`config.mk`:
```
export PLATFORM = sky130hd
export DESIGN_NAME = rr_arb8_ctrl
export DESIGN_NICKNAME = d
export VERILOG_FILES = /design/src/rtl/arb_pkg.sv /design/src/rtl/rr_prio_enc8.sv /design/src/rtl/rr_arb8_ctrl.sv
export SDC_FILE = /design/constraint.sdc
export NUM_CORES = 1
export LEC_CHECK = 0
export ABC_AREA = 1
export CORE_MARGIN = 1.5
export CORE_UTILIZATION = 34
export DETAILED_ROUTE_END_ITERATION = 16
export GPL_ROUTABILITY_DRIVEN = 0
export PLACE_DENSITY = 0.63
export SLEW_MARGIN = 0
export SYNTH_ARGS = -nofsm -noshare
export SYNTH_HDL_FRONTEND = slang
export SYNTH_SLANG_ARGS = --single-unit
```
`constraint.sdc`:
```
create_clock -name clk -period 4.05 [get_ports clk]
set_input_delay 0.405 -clock clk [delete_from_list [all_inputs] [get_ports clk]]
set_output_delay 0.405 -clock clk [all_outputs]
set_load 0.005 [all_outputs]
```
`src/rtl/arb_pkg.sv`:
```
// Shared constants for the 8-way round-robin arbiter: sizes, FSM state codes
// and the hold-counter width used by the optional ARB_TIMEOUT_EN feature.
package arb_pkg;

  localparam int NREQ   = 8;
  localparam int IDXW   = 3;
  localparam int HCNT_W = 8;

  localparam logic [0:0] IDLE = 1'b0;
  localparam logic [0:0] BUSY = 1'b1;

endpackage

```
`src/rtl/rr_prio_enc8.sv`:
```
// Rotating 8-to-3 priority encoder: first set bit of vec scanning ptr, ptr+1, ... (mod 8).
// Purely combinational; any is high when vec has at least one bit set.
module rr_prio_enc8
  import arb_pkg::*;
(
  input  logic [NREQ-1:0] vec,
  input  logic [IDXW-1:0] ptr,
  output logic [IDXW-1:0] idx,
  output logic            any
);

  logic [NREQ-1:0] rot;
  logic [IDXW-1:0] off;

  // Rotate so that bit ptr lands at position 0, then a fixed lowest-first encode.
  always_comb begin
    rot = '0;
    for (int i = 0; i < NREQ; i++) begin
      rot[i] = vec[IDXW'(i) + ptr];
    end
  end

  always_comb begin
    off = '0;
    for (int i = NREQ - 1; i >= 0; i--) begin
      if (rot[i]) begin
        off = IDXW'(i);
      end
    end
  end

  assign idx = off + ptr;
  assign any = |vec;

endmodule

```
`src/rtl/rr_arb8_ctrl.sv`:
```
// Registered 8-way round-robin arbiter with request-hold / release-by-drop handshake.
// Define ARB_TIMEOUT_EN to revoke grants held for MAX_HOLD cycles (pulses timeout).
module rr_arb8_ctrl
  import arb_pkg::*;
#(
  parameter int unsigned MAX_HOLD = 16
) (
  input  logic            clk,
  input  logic            rst_n,
  input  logic            en,
  input  logic [NREQ-1:0] req,
  output logic [NREQ-1:0] gnt,
  output logic [IDXW-1:0] gnt_idx,
  output logic            gnt_vld,
  output logic            timeout
);

  localparam logic [HCNT_W-1:0] HOLD_LAST = HCNT_W'(MAX_HOLD - 1);

  logic [0:0]      state;
  logic [IDXW-1:0] ptr;
  logic [NREQ-1:0] cand;
  logic [IDXW-1:0] win_idx;
  logic            win_any;
  logic            owner_hold;
  logic            revoke;
  logic            keep;

  // gnt is zero in IDLE, so masking the owner is correct in both states.
  assign cand       = req & ~gnt;
  assign owner_hold = (state == BUSY) && req[gnt_idx];
  assign keep       = owner_hold && !revoke;

  rr_prio_enc8 u_enc (
    .vec (cand),
    .ptr (ptr),
    .idx (win_idx),
    .any (win_any)
  );

`ifdef ARB_TIMEOUT_EN
  logic [HCNT_W-1:0] hold_cnt;

  assign revoke = owner_hold && (hold_cnt == HOLD_LAST);

  always_ff @(posedge clk) begin
    if (!rst_n) begin
      hold_cnt <= '0;
    end else if (keep) begin
      hold_cnt <= hold_cnt + 1'b1;
    end else begin
      hold_cnt <= '0;
    end
  end
`else
  logic [HCNT_W-1:0] unused_hold_last;

  assign unused_hold_last = HOLD_LAST;
  assign revoke           = 1'b0;
`endif

  always_ff @(posedge clk) begin
    if (!rst_n) begin
      state   <= IDLE;
      ptr     <= '0;
      gnt     <= '0;
      gnt_idx <= '0;
      gnt_vld <= 1'b0;
      timeout <= 1'b0;
    end else begin
      timeout <= revoke;
      if (keep) begin
        state <= BUSY;
      end else if (en && win_any) begin
        // New grant or back-to-back handover; ptr moves just past the winner.
        state   <= BUSY;
        ptr     <= win_idx + 1'b1;
        gnt     <= NREQ'(1) << win_idx;
        gnt_idx <= win_idx;
        gnt_vld <= 1'b1;
      end else begin
        state   <= IDLE;
        gnt     <= '0;
        gnt_idx <= '0;
        gnt_vld <= 1'b0;
      end
    end
  end

endmodule

```
# Word-level counts from Yosys, hierarchy flattened
# Index checks and enable logic that the tools add are counted.
[op_classes]
n_shift = 1
bitwise_logic = 3
addsub = 9
reduce_logical = 4
order_cmp = 9
mux = 30
[op_table]
columns = ["cell", "n"]
rows = [
  ["3-bit by 4-bit less-than comparator with 1-bit output, second input constant", 9],
  ["1-bit binary-select mux with 3-bit select", 9],
  ["3-bit two-way mux", 9],
  ["3-bit adder, first input constant", 4],
  ["1-bit two-way mux", 11],
  ["8-bit bitwise AND", 1],
  ["8-bit two-way mux", 1],
  ["8-bit inverter", 1],
  ["8-bit OR reduction", 1],
  ["1-bit by 3-bit left shift with 8-bit output, first input constant", 1],
  ["2-bit by 3-bit adder with 3-bit output, first input constant", 2],
  ["1-bit by 3-bit adder with 3-bit output, first input constant", 1],
  ["3-bit by 1-bit adder with 3-bit output, second input constant", 1],
  ["3-bit adder", 1],
  ["1-bit logical AND", 2],
  ["2-bit AND reduction", 1],
  ["1-bit inverter", 1],
]
[totals]
out_inout_bits = 13
ff_bits = 16
inputBits = 11

# Longest topological paths before layout
[depth]
depth_word = 15
ltp_mapped = 22
depth_no_buf = 21

# Hierarchy
# From an unflattened synthesis, not the netlist that was laid out.
[unflattened]
cells_unflattened = 243
area_unflattened_um2 = 1587.8
[by_module_without_submodules]
columns = ["mod", "instances", "area_each_um2", "seq_area_each_um2", "cells_per_inst"]
rows = [
  ["rr_arb8_ctrl", 1, 1017.2, 320.3, 136],
  ["rr_prio_enc8", 1, 570.5, 0.0, 107],
]

# Worst setup path after synthesis
# Ideal clock, no wire load.
[synth_path]
path_type = "register to register"
startpoint = "register ptr[0]"
endpoint = "register ptr[2]"
slack_ps = 784
path_stages_with_launch = 23
n_path_buf = 1
setup_time_ps = 126
synth_period_minus_slack_ps = 3266
t_arrival_ps = 3140
path_cell_list = "dfxtp_1 > buf_6 > inv_4 > ha_1 > inv_1 > nand3_1 > nand3_1 > a21oi_1 > o21bai_1 > nand2_1 > nand2_1 > a21boi_0 > ha_1 > inv_1 > fa_1 > xor2_1 > inv_1 > nand3_4 > nand2_4 > inv_1 > ha_1 > o21ai_0 > a21oi_1"
[synth_between]
elab_chain_cells = 13
elab_cells_between_ends = 33
cone_classes = "add/sub (9); mux (24)"
[synth_lines]
columns = ["element", "line_no", "rtl"]
rows = [
  ["start: declaration", "rr_arb8_ctrl.sv:21", "logic [IDXW-1:0] ptr;"],
  ["start signal: assignment", "rr_arb8_ctrl.sv:77", "ptr <= win_idx + 1'b1;"],
  ["3-bit adder", "rr_prio_enc8.sv:19", "rot[i] = vec[IDXW'(i) + ptr];"],
  ["1-bit binary-select mux with 3-bit select", "rr_prio_enc8.sv:19", ""],
  ["1-bit two-way mux (implied by the code)", "rr_prio_enc8.sv:19", ""],
  ["3-bit two-way mux (8 in a row)", "rr_prio_enc8.sv:26", "if (rot[i]) begin"],
  ["3-bit adder *", "rr_prio_enc8.sv:32", "assign idx = off + ptr;"],
  ["3-bit by 1-bit adder with 3-bit output *", "rr_arb8_ctrl.sv:77", ""],
]
# Mark *: on every way between the ends. The rest lies on a longest branch, timed or not. The select of a mux whose other input is x is not followed.
# A chain may end at the register's enable or synchronous reset.

# Worst setup path after layout
[layout_path]
startpoint = "register ptr[1]"
endpoint = "register ptr[2]"
# Same word-level chain as after synthesis.

==> results.py <==
metrics = {
    "route": {
        "drtIter0Drc": 102,
        "vias": 1448,
        "drc": 0,
        "viasPerCell": 5.10,
        "dr.pass1.iters": 5,
        "antenna_left": 0,
        "avgRoutedWirePerCell_microns": 13.1,
        "wl_microns": 3710,
    },
    "global_routing": {
        "first_global_vias": 1407,
        "grt.total_usage": 0.176,
        "grt_pass1_wl_microns": 6270,
        "antenna_found_initial": 0,
        "overflow": 0,
        "grt_max_degree": 13,
    },
    "sta": {
        "setup_tns_ps": 0,
        "timing.fmax_mhz": 279,
        "period_minus_slack_ps": 3590,
        "setup_viol": 0,
        "period_share": 0.886,
        "rsz0062_at_grt": "false",
        "final_max_slew_viol_count": 0,
        "hold_viol_final": 0,
        "skew_ps": 1.61,
        "hold_slack_ps": 469,
    },
    "yosys": {
        "syn_inst": 214,
        "seq_area_frac_synth": 0.220,
        "ys_ff_latch": 16,
        "syn_area_per_cell_sq_um": 6.79,
        "ys_types": 35,
        "yosysWarnings": 0,
        "mappedNetlistArea_sq_um": 1450,
        "synth_nets": 234,
    },
    "power_and_ir_drop": {
        "p_leak_nw": 0.753,
        "vdd_drop_max_uv": 401,
        "p_per_area_nw_per_um2": 926,
    },
    "cells_and_area": {
        "diodes": 0,
        "fillers": 447,
        "area_growth_pct": 20.3,
        "seq_area_sq_um": 322,
        "utilization": 0.431,
        "nets": 255,
        "multi_input_area_sq_um": 971,
        "layout-drive-gt1-share": 0.145,
    },
    "clock_tree": {
        "clk_latency_ps": 250,
        "cts_tree": "yes",
        "clkTransAtPathRegs_ps": 60,
        "cts_buffers": 3,
        "cts.path.max_buffers": 2,
        "cts-root-buf": "clkbuf_8",
        "clkSinkCount": 16,
        "htree_levels": 1,
        "cts_setup_buffers": 0,
    },
    "outcome": {
        "status": "completed",
    },
    "job": {
        "max-cap-violations": 0,
    },
    "setup_path": {
        "critPathLaunchType": "flop",
        "crit_path_max_fanout": 7,
        "cp.required_ps": 4180,
        "regToRegSetupSlack_ps": 460,
        "worstSetupPathType": "reg -> reg",
        "cp.arrival_ps": 3720,
        "reg2regPathDepth": 21,
        "timing.critical_path.to_type": "flop",
        "r2r-start": "ptr[1]$_SDFFE_PN0P_",
        "r2r_end": "ptr[2]$_SDFFE_PN0P_",
    },
    "die": {
        "coreArea_sq_um": 4060,
        "start_util": 0.358,
        "die_area_sq_um": 4680,
        "die_w_microns": 68.4,
        "num_rows": 23,
        "io_pins": 24,
        "die_y_microns": 68.4,
    },
    "worst_hold_path": {
        "worstHoldStart": "gnt_vld$_SDFFE_PN0N_",
        "hold_class": "reg -> reg",
        "min_to": "gnt_vld$_SDFFE_PN0N_",
        "min_delay_path_depth": 1,
    },
    "placement": {
        "place_hpwl_microns": 3000,
        "place.port_buffers": 22,
    },
}
per-layer routing:
metal / vias to the layer above / track usage / routed length [microns]
li1: 736 / - / -
met2: 34 / 0.291 / 1630
met5: - / 0 / 0
met4: 0 / 0.0550 / 52
met1: 672 / 0.242 / 1900
met3: 6 / 0.0148 / 132
layout by cell type, fill, tap and decap left out, types with 7 or more instances in the layout:
| master | netlist | final |
|---|---|---|
| nand3_2 | 9 | 9 |
| nand3_1 | 37 | 37 |
| nor2_1 | 7 | 7 |
| nand2_1 | 49 | 49 |
| clkdlybuf4s50_1 | 0 | 22 |
| ha_1 | 8 | 8 |
| a21oi_1 | 13 | 13 |
| inv_1 | 27 | 27 |
| dfxtp_1 | 16 | 15 |
stage by stage:
| stage | area, sq um | power, mW | std cells | worst slack [ps] |
|---|---|---|---|---|
| floorplan | 1450 | 1.20 | 214 | 784 |
| global placement | 1690 | 1.46 | 280 | 467 |
| detailed placement | 1690 | 1.46 | 280 | 328 |
| CTS | 1750 | 1.62 | 284 | 315 |
| global route | 1750 | 1.81 | 284 | 36.9 |
| finish | 1750 | 1.62 | 284 | 462 |
sequential cells by signal (all words and copies together), names as in the netlist:
register / count
ptr: 3
gnt_idx: 3
state: 1
gnt: 8
gnt_vld: 1
area by class of cell:
type,instances,area share
Clock buffer,4,0.0315
Inverter,31,0.0680
Multi-Input combinational cell,161,0.555
Sequential cell,16,0.184
Tap cell,50,0.0358
Timing Repair Buffer,22,0.126
kinds of logic (layout without fill, tap and decap cells):
| kind of cell | after synthesis | after routing | synth area share |
|---|---|---|---|
| AOI/OAI and AO/OA | 33 | 33 | 0.141 |
| xor gates and xnor gates | 4 | 4 | 0.0344 |
| adders and majority gates | 9 | 9 | 0.0826 |
| buffers and inverters | 37 | 57 | 0.112 |
| DFF | 16 | 16 | 0.220 |
| other | 1 | 1 | 0.00258 |
| and+or+nand+nor | 114 | 114 | 0.407 |
repair_timing:
item / 4_1_cts / 5_1_grt
resized for setup: 0 / 1
hold buffers: 0 / 0
setup endpoints to repair: 0 / 1
worst max path at each step:
stage,start,end,cells after the start
detailed placement,ptr[0]$_SDFFE_PN0P_,ptr[2]$_SDFFE_PN0P_,21
global placement,ptr[0]$_SDFFE_PN0P_,ptr[2]$_SDFFE_PN0P_,21
finish,ptr[1]$_SDFFE_PN0P_,ptr[2]$_SDFFE_PN0P_,21
CTS,ptr[0]$_SDFFE_PN0P_,ptr[2]$_SDFFE_PN0P_,21
floorplan,ptr[0]$_SDFFE_PN0P_,ptr[2]$_SDFFE_PN0P_,22
global route,ptr[1]$_SDFFE_PN0P_,ptr[2]$_SDFFE_PN0P_,21
worst max-delay path: stages, from the launching register on:
cell      delay (ps)
dfxtp_1          470
inv_2            140
ha_1             380
inv_1            100
nand3_1          110
nand3_1           90
a21oi_1          150
o21bai_1          70
nand2_1           60
nand2_1           40
a21boi_0         170
ha_1             170
inv_1             50
fa_1             370
xor2_1           290
inv_1            120
nand3_4          140
nand2_4           70
inv_1             50
ha_1             210
o21ai_0          150
a21oi_1           50
cell usage after synthesis (all sizes together):
cell type,n,area share
o211ai,2,0.010
o21a,2,0.010
a21oi,17,0.069
nor2,9,0.034
o21bai,2,0.010
xor2,2,0.017
ha,8,0.069
dfxtp,16,0.22
clkbuf,1,0.0026
xnor2,2,0.017
nand2,56,0.16
nand3b,1,0.0052
fa,1,0.014
a21boi,2,0.010
conb,1,0.0026
a211oi,2,0.010
nor3,1,0.0034
nand3,47,0.20
o21ai,6,0.021
buf,5,0.028
inv,31,0.082
report_power, final:
part           internal (mW)  total (mW)  switching, mW
Sequential             0.211       0.305         0.0939
Clock                 0.0862       0.141         0.0544
Combinational          0.459        1.17          0.715
No activity file was read; power rests on OpenSTA's default activity.
